===== src/rtl/universal_shift_register.sv =====
// Universal shift register with a burst sequencer.
//
// In IDLE each enabled edge applies mode_i directly to the register.
// A start request with a non-zero count captures mode_i. The block then
// repeats that operation count times, one per enabled edge, and raises
// done for one cycle on the edge that completes the last operation.
// A start with count=0 does no operation and only pulses done.
//
// Ports:
//   clk_i           sole clock, rising edge
//   rst_i           asynchronous active-high reset
//   en_i            clock enable; 0 freezes q, burst state and serial_out
//   mode_i[2:0]     000 HOLD, 001 LOAD, 010 SHL, 011 SHR,
//                   100 ROL, 101 ROR, 110 ASR, 111 CLR
//   parallel_in_i   load data
//   serial_in_i     bits entering on SHL (at LSBs) or SHR (at MSBs)
//   start_i         burst request (sampled in IDLE only)
//   count_i         burst length (sampled in IDLE only)
//   parallel_out_o  register contents
//   serial_out_o    bits ejected by the most recent shift/rotate
//   busy_o          burst in progress
//   done_o          one-cycle burst-complete pulse
//   state_o         debug view of the sequencer state (1 = BUSY)
//
// Handshake: start_i is taken on an enabled edge while busy_o=0 (including
// the cycle in which done_o is high); start_i, count_i and mode_i are
// ignored while busy_o=1.
module universal_shift_register #(
    parameter int WIDTH = 8,
    parameter int STEP  = 1,
    parameter int CNT_W = 4
) (
    input  logic             clk_i,
    input  logic             rst_i,
    input  logic             en_i,
    input  logic [2:0]       mode_i,
    input  logic [WIDTH-1:0] parallel_in_i,
    input  logic [STEP-1:0]  serial_in_i,
    input  logic             start_i,
    input  logic [CNT_W-1:0] count_i,
    output logic [WIDTH-1:0] parallel_out_o,
    output logic [STEP-1:0]  serial_out_o,
    output logic             busy_o,
    output logic             done_o,
    output logic             state_o
);

    localparam logic [2:0] M_HOLD = 3'b000;
    localparam logic [2:0] M_LOAD = 3'b001;
    localparam logic [2:0] M_SHL  = 3'b010;
    localparam logic [2:0] M_SHR  = 3'b011;
    localparam logic [2:0] M_ROL  = 3'b100;
    localparam logic [2:0] M_ROR  = 3'b101;
    localparam logic [2:0] M_ASR  = 3'b110;
    localparam logic [2:0] M_CLR  = 3'b111;

    typedef enum logic {
        IDLE = 1'b0,
        BUSY = 1'b1
    } state_t;

    state_t           state_q, state_d;
    logic [CNT_W-1:0] rem_q, rem_d;
    logic [2:0]       mode_q, mode_d;
    logic [WIDTH-1:0] q_q, q_d;
    logic [STEP-1:0]  so_q, so_d;
    logic             done_q, done_d;

    // Result of the selected operation on the current register.
    logic [2:0]       op_sel;
    logic [WIDTH-1:0] op_q;
    logic [STEP-1:0]  op_so;

    // During a burst the captured mode drives the datapath; otherwise
    // the live mode input does.
    always_comb begin
        op_sel = (state_q == BUSY) ? mode_q : mode_i;
        op_q   = q_q;
        op_so  = so_q;
        case (op_sel)
            M_HOLD: op_q = q_q;
            M_LOAD: op_q = parallel_in_i;
            M_SHL: begin
                op_q  = {q_q[WIDTH-STEP-1:0], serial_in_i};
                op_so = q_q[WIDTH-1 -: STEP];
            end
            M_SHR: begin
                op_q  = {serial_in_i, q_q[WIDTH-1:STEP]};
                op_so = q_q[STEP-1:0];
            end
            M_ROL: begin
                op_q  = {q_q[WIDTH-STEP-1:0], q_q[WIDTH-1 -: STEP]};
                op_so = q_q[WIDTH-1 -: STEP];
            end
            M_ROR: begin
                op_q  = {q_q[STEP-1:0], q_q[WIDTH-1:STEP]};
                op_so = q_q[STEP-1:0];
            end
            M_ASR: begin
                op_q  = {{STEP{q_q[WIDTH-1]}}, q_q[WIDTH-1:STEP]};
                op_so = q_q[STEP-1:0];
            end
            M_CLR: op_q = '0;
        endcase
    end

    always_comb begin
        state_d = state_q;
        rem_d   = rem_q;
        mode_d  = mode_q;
        q_d     = q_q;
        so_d    = so_q;
        // done is a pulse: it drops on the next edge whether or not en_i is set.
        done_d  = 1'b0;
        if (en_i) begin
            case (state_q)
                IDLE: begin
                    if (start_i) begin
                        if (count_i != '0) begin
                            state_d = BUSY;
                            rem_d   = count_i;
                            mode_d  = mode_i;
                        end else begin
                            done_d = 1'b1;
                        end
                    end else begin
                        q_d  = op_q;
                        so_d = op_so;
                    end
                end
                BUSY: begin
                    q_d   = op_q;
                    so_d  = op_so;
                    // rem is at least 1 in BUSY, so this cannot wrap.
                    rem_d = rem_q - CNT_W'(1);
                    if (rem_q == CNT_W'(1)) begin
                        state_d = IDLE;
                        done_d  = 1'b1;
                    end
                end
                default: state_d = IDLE;
            endcase
        end
    end

    always_ff @(posedge clk_i or posedge rst_i) begin
        if (rst_i) begin
            state_q <= IDLE;
            rem_q   <= '0;
            mode_q  <= M_HOLD;
            q_q     <= '0;
            so_q    <= '0;
            done_q  <= 1'b0;
        end else begin
            state_q <= state_d;
            rem_q   <= rem_d;
            mode_q  <= mode_d;
            q_q     <= q_d;
            so_q    <= so_d;
            done_q  <= done_d;
        end
    end

    assign parallel_out_o = q_q;
    assign serial_out_o   = so_q;
    assign busy_o         = (state_q == BUSY);
    assign done_o         = done_q;
    assign state_o        = state_q;

endmodule


===== config.mk =====
export PLATFORM = sky130hd
export DESIGN_NAME = universal_shift_register
export DESIGN_NICKNAME = d
export VERILOG_FILES = /design/src/rtl/universal_shift_register.sv
export SDC_FILE = /design/constraint.sdc
export NUM_CORES = 1
export LEC_CHECK = 0
export BUFFER_PORTS_ARGS = -buffer_cell sky130_fd_sc_hd__buf_2
export CAP_MARGIN = 20
export CORE_ASPECT_RATIO = 1.1
export CORE_MARGIN = 3
export CORE_UTILIZATION = 55
export CTS_BUF_LIST = sky130_fd_sc_hd__clkbuf_8
export DETAILED_ROUTE_END_ITERATION = 8
export GPL_ROUTABILITY_DRIVEN = 0
export PLACE_DENSITY = 0.81
export SKIP_CTS_REPAIR_TIMING = 1
export SLEW_MARGIN = 30
export SYNTH_ARGS = -nofsm -noshare
export SYNTH_HDL_FRONTEND = slang
export SYNTH_SLANG_ARGS = --single-unit
export TNS_END_PERCENT = 20

===== constraint.sdc =====
create_clock -name clk_i -period 3.7 [get_ports clk_i]
set_input_delay 0.74 -clock clk_i [delete_from_list [all_inputs] [get_ports clk_i]]
set_output_delay 0.74 -clock clk_i [all_outputs]
set_load 0.01 [all_outputs]

==> run_results.csv <==
group,metric,value,unit
run_status,outcome,"finished clean",
logic_synthesis,share_of_the_yosys_chip_area_belonging_to_registers,36.9,%
critical_path,crit_path_top_delay_cell,"sky130_fd_sc_hd__dfrtp_1",
worst_hold_path,min_from,"serial_out_o",
global_routing,grt_first_pass_wirelength,4.77,mm
floorplan,dieWidth,50.9,um
timing,worst_clock_skew,0.00222,ns
placed_design,place.port_buffers,31,
timing,final_period_minus_worst_setup_slack,2.34,ns
cts,cts_made_buffers,3,
global_routing,grt_antenna_before_repair,0,
routing,remaining_drc_errors,0,
power_and_ir_drop,power.share.clock,10.3,%
timing,final-setup-viol-count,0,
timing,min_period_over_period,63.2,%
logic_synthesis,synth.net_count,154,
floorplan,fp.coreArea,2060,um^2
power_and_ir_drop,power.leakage,0.666,nW
global_routing,grt_busiest_layer,"met2",
power_and_ir_drop,netsw,0.586,mW
routing,total_length_of_routed_wires,2.80,mm
finish,non_filler_instance_count_after_layout,189,
cts,h-tree-depth,1,
worst_hold_path,min_delay_path_class,"register to register",
placed_design,dpl_cell_area,1380,um^2
cts,cts.reportedPaths.clkPinSlew,0.06,ns
timing,hold_viol,0,
finish,antenna-diode-count,0,
critical_path,worst-endpoint-required,3.82,ns
critical_path,start_kind,"register",
global_routing,grt.total_usage,21.8,%
global_routing,globalRouteMet1Util,26.2,%
floorplan,fp.dieArea,2820,um^2
routing,detail_route.vias_per_cell,6.01,
global_routing,grt_max_degree,20,
critical_path,cp.arrival,2.46,ns
critical_path,crit-reg2reg-launch,"busy_o",
routing,routed_via_count,1136,
finish,final_common_cell,"sky130_fd_sc_hd__buf_2",
logic_synthesis,ys_warn_count,0,
floorplan,floorplan.io_pins,32,
timing,achievable-frequency,0.428,GHz
logic_synthesis,netlist_area,1220,um^2
placed_design,pre_cts_slack,1.37,ns
placed_design,hpwlAfterDp,2.10,mm
placed_design,placedCellCount,186,
routing,ant_nets,0,
cts,clk_path_buf_depth,2,
floorplan,die-height,55.4,um
finish,nNetsFinal,185,
floorplan,row_count,17,
critical_path,critPathMaxStageDelay,0.72,ns
timing,grt_setup_unrepaired,"false",
logic_synthesis,count_of_mapped_cells_out_of_synthesis,132,
global_routing,global_routing_usage_on_met2,35.7,%
global_routing,global_route.usage.met3,4.04,%
timing,max_slew.worst_pin.slew,0.676,ns
logic_synthesis,synth_cell_type_count,41,
logic_synthesis,synth_seq_cells,18,
cts,cts_root_buffer,"sky130_fd_sc_hd__clkbuf_8",
cts,clkSinkCount,18,
job,max_cap_violations,0,
power_and_ir_drop,pwr-share-comb,57.2,%
critical_path,endpoint_kind,"register",
logic_synthesis,postSynth.asyncResetShare,100,%
finish,layout.cells.most_common_list,"31 x sky130_fd_sc_hd__buf_2, 18 x sky130_fd_sc_hd__dfrtp_1, 14 x sky130_fd_sc_hd__nand2_1, 10 x sky130_fd_sc_hd__a21oi_1",
finish,areaGrowthSynthToFinish,16.2,%
power_and_ir_drop,sw_frac_of_total,45.7,%
routing,drt_first_pass_iters,4,
routing,drt_first_iter_violations,35,
power_and_ir_drop,ir_worst_vdd,0.000686,V
power_and_ir_drop,cellPowerDensity,903,nW/um^2
finish,stdcell_area,1420,um^2
timing,finalWorstSetupSlack,1.36,ns
cts,cts_tree,"done",
cts,clk-insertion-delay-late,0.25,ns
power_and_ir_drop,seq_power_share,32.5,%
critical_path,worstPathMaxFanout,19,
logic_synthesis,syn_avg_cell_area,9.25,um^2
logic_synthesis,yosys_most_used_dff,"sky130_fd_sc_hd__dfrtp_1",
routing,wl_per_cell,14.8,um
logic_synthesis,synth_enable_flop_cells,0,
power_and_ir_drop,power.internal,0.696,mW
finish,final_layout_size_suffix_gt1_share,28.0,%
finish,post-route-util,68.8,%
timing,maxSlewHeadroom,54.9,%
critical_path,critical_path_launch_point,"busy_o",
floorplan,floorplan.initialDensity,59.2,%
critical_path,path_class,"register to register",
timing,totalNegativeSetupSlack,0,ns
global_routing,overflow,0,
critical_path,critical_path.cell_chain,"buf_4, nand2b_1, nand2_1, or4_1, nor2_1, nor3_1",
global_routing,vias_in_the_first_global_route,1092,
timing,report.final.slew_viol_count,0,
[path summary, 6_finish.rpt]
check                               endpoint  slack [ns]  depth (start not counted)
setup / recovery           parallel_out_o[7]        1.36                          6
hold / removal                  serial_out_o        0.52                          1
setup reg to reg           parallel_out_o[7]        1.36                          6
hold reg to reg                 serial_out_o        0.52                          1
max in group asynchronous           rem_q[2]        2.69                          2
min in group asynchronous  parallel_out_o[5]        0.58                          2
[stage by stage]
step	total power, mW	hold WS, ns
6_report	1.28	0.515
5_1_grt	1.40	0.549
4_1_cts	1.28	0.519
3_5_place_dp	1.14	0.505
3_3_place_gp	1.12	0.499
2_1_floorplan	0.974	0.483
[per-layer routing]
| metal | vias to the layer above | wire length, um |
|---|---|---|
| li1 | 557 | - |
| met1 | 535 | 1160 |
| met2 | 36 | 1440 |
| met3 | 8 | 155 |
| met4 | 0 | 53 |
| met5 | - | 0 |
[cells by family (layout without fill, tap and decap cells)]
group | count (synthesis) | count (layout) | share of synthesized area (%)
AO/OA/AOI/OAI | 50 | 50 | 29.7
XOR/XNOR | 1 | 1 | 1.33
adder cells (fa/ha/maj) | 2 | 2 | 2.05
buffers and inverters | 14 | 43 | 5.84
flip-flops | 18 | 18 | 36.9
multiplexers | 8 | 8 | 7.27
AND/OR/NAND/NOR | 39 | 39 | 16.9
[sequential cells by signal, summed over array words and instances (netlist names)]
register,count
done_o,1
mode_q,3
busy_o,1
parallel_out_o,8
rem_q,4
serial_out_o,1
[synth_stat cells, types with 3 or more instances]
master                     count  area, um^2
sky130_fd_sc_hd__nor3_1        3        15.0
sky130_fd_sc_hd__a221oi_1      7        61.3
sky130_fd_sc_hd__buf_2         3        15.0
sky130_fd_sc_hd__nor3b_1       3        22.5
sky130_fd_sc_hd__o22a_1        3        26.3
sky130_fd_sc_hd__a21o_1        3        22.5
sky130_fd_sc_hd__o21ai_0       6        30.0
sky130_fd_sc_hd__a21oi_1      10        50.1
sky130_fd_sc_hd__nor2_1        8        30.0
sky130_fd_sc_hd__mux2i_1       4        40.0
sky130_fd_sc_hd__inv_1         8        30.0
sky130_fd_sc_hd__a31oi_1       3        18.8
sky130_fd_sc_hd__dfrtp_1      18         450
sky130_fd_sc_hd__o31ai_1       7        52.6
sky130_fd_sc_hd__nand2_1      14        52.6
[cell type report]
| cell class | instances | area (um^2) |
|---|---|---|
| Inverter | 8 | 30.0 |
| Multi-Input combinational cell | 100 | 699 |
| Sequential cell | 18 | 450 |
| Timing Repair Buffer | 32 | 163 |
| Clock buffer | 3 | 41.3 |
| Tap cell | 28 | 35.0 |
| Fill cell | 175 | 644 |
[power by group through the flow]
stage	Sequential (mW)	Combinational [mW]	Clock (mW)
final	0.417	0.733	0.132
after global routing	0.434	0.818	0.143
after CTS	0.416	0.732	0.135
after detailed placement	0.419	0.724	0
after global placement	0.414	0.702	0
after floorplan	0.401	0.573	0
[worst max-delay path, delay by kind of cell, from the launching register on]
kind	cells	cell delay (ns)
buf+inv	1	0.32
simple gates	5	1.17
flops	1	0.72
Note: power is estimated with default switching activity, not from simulation.
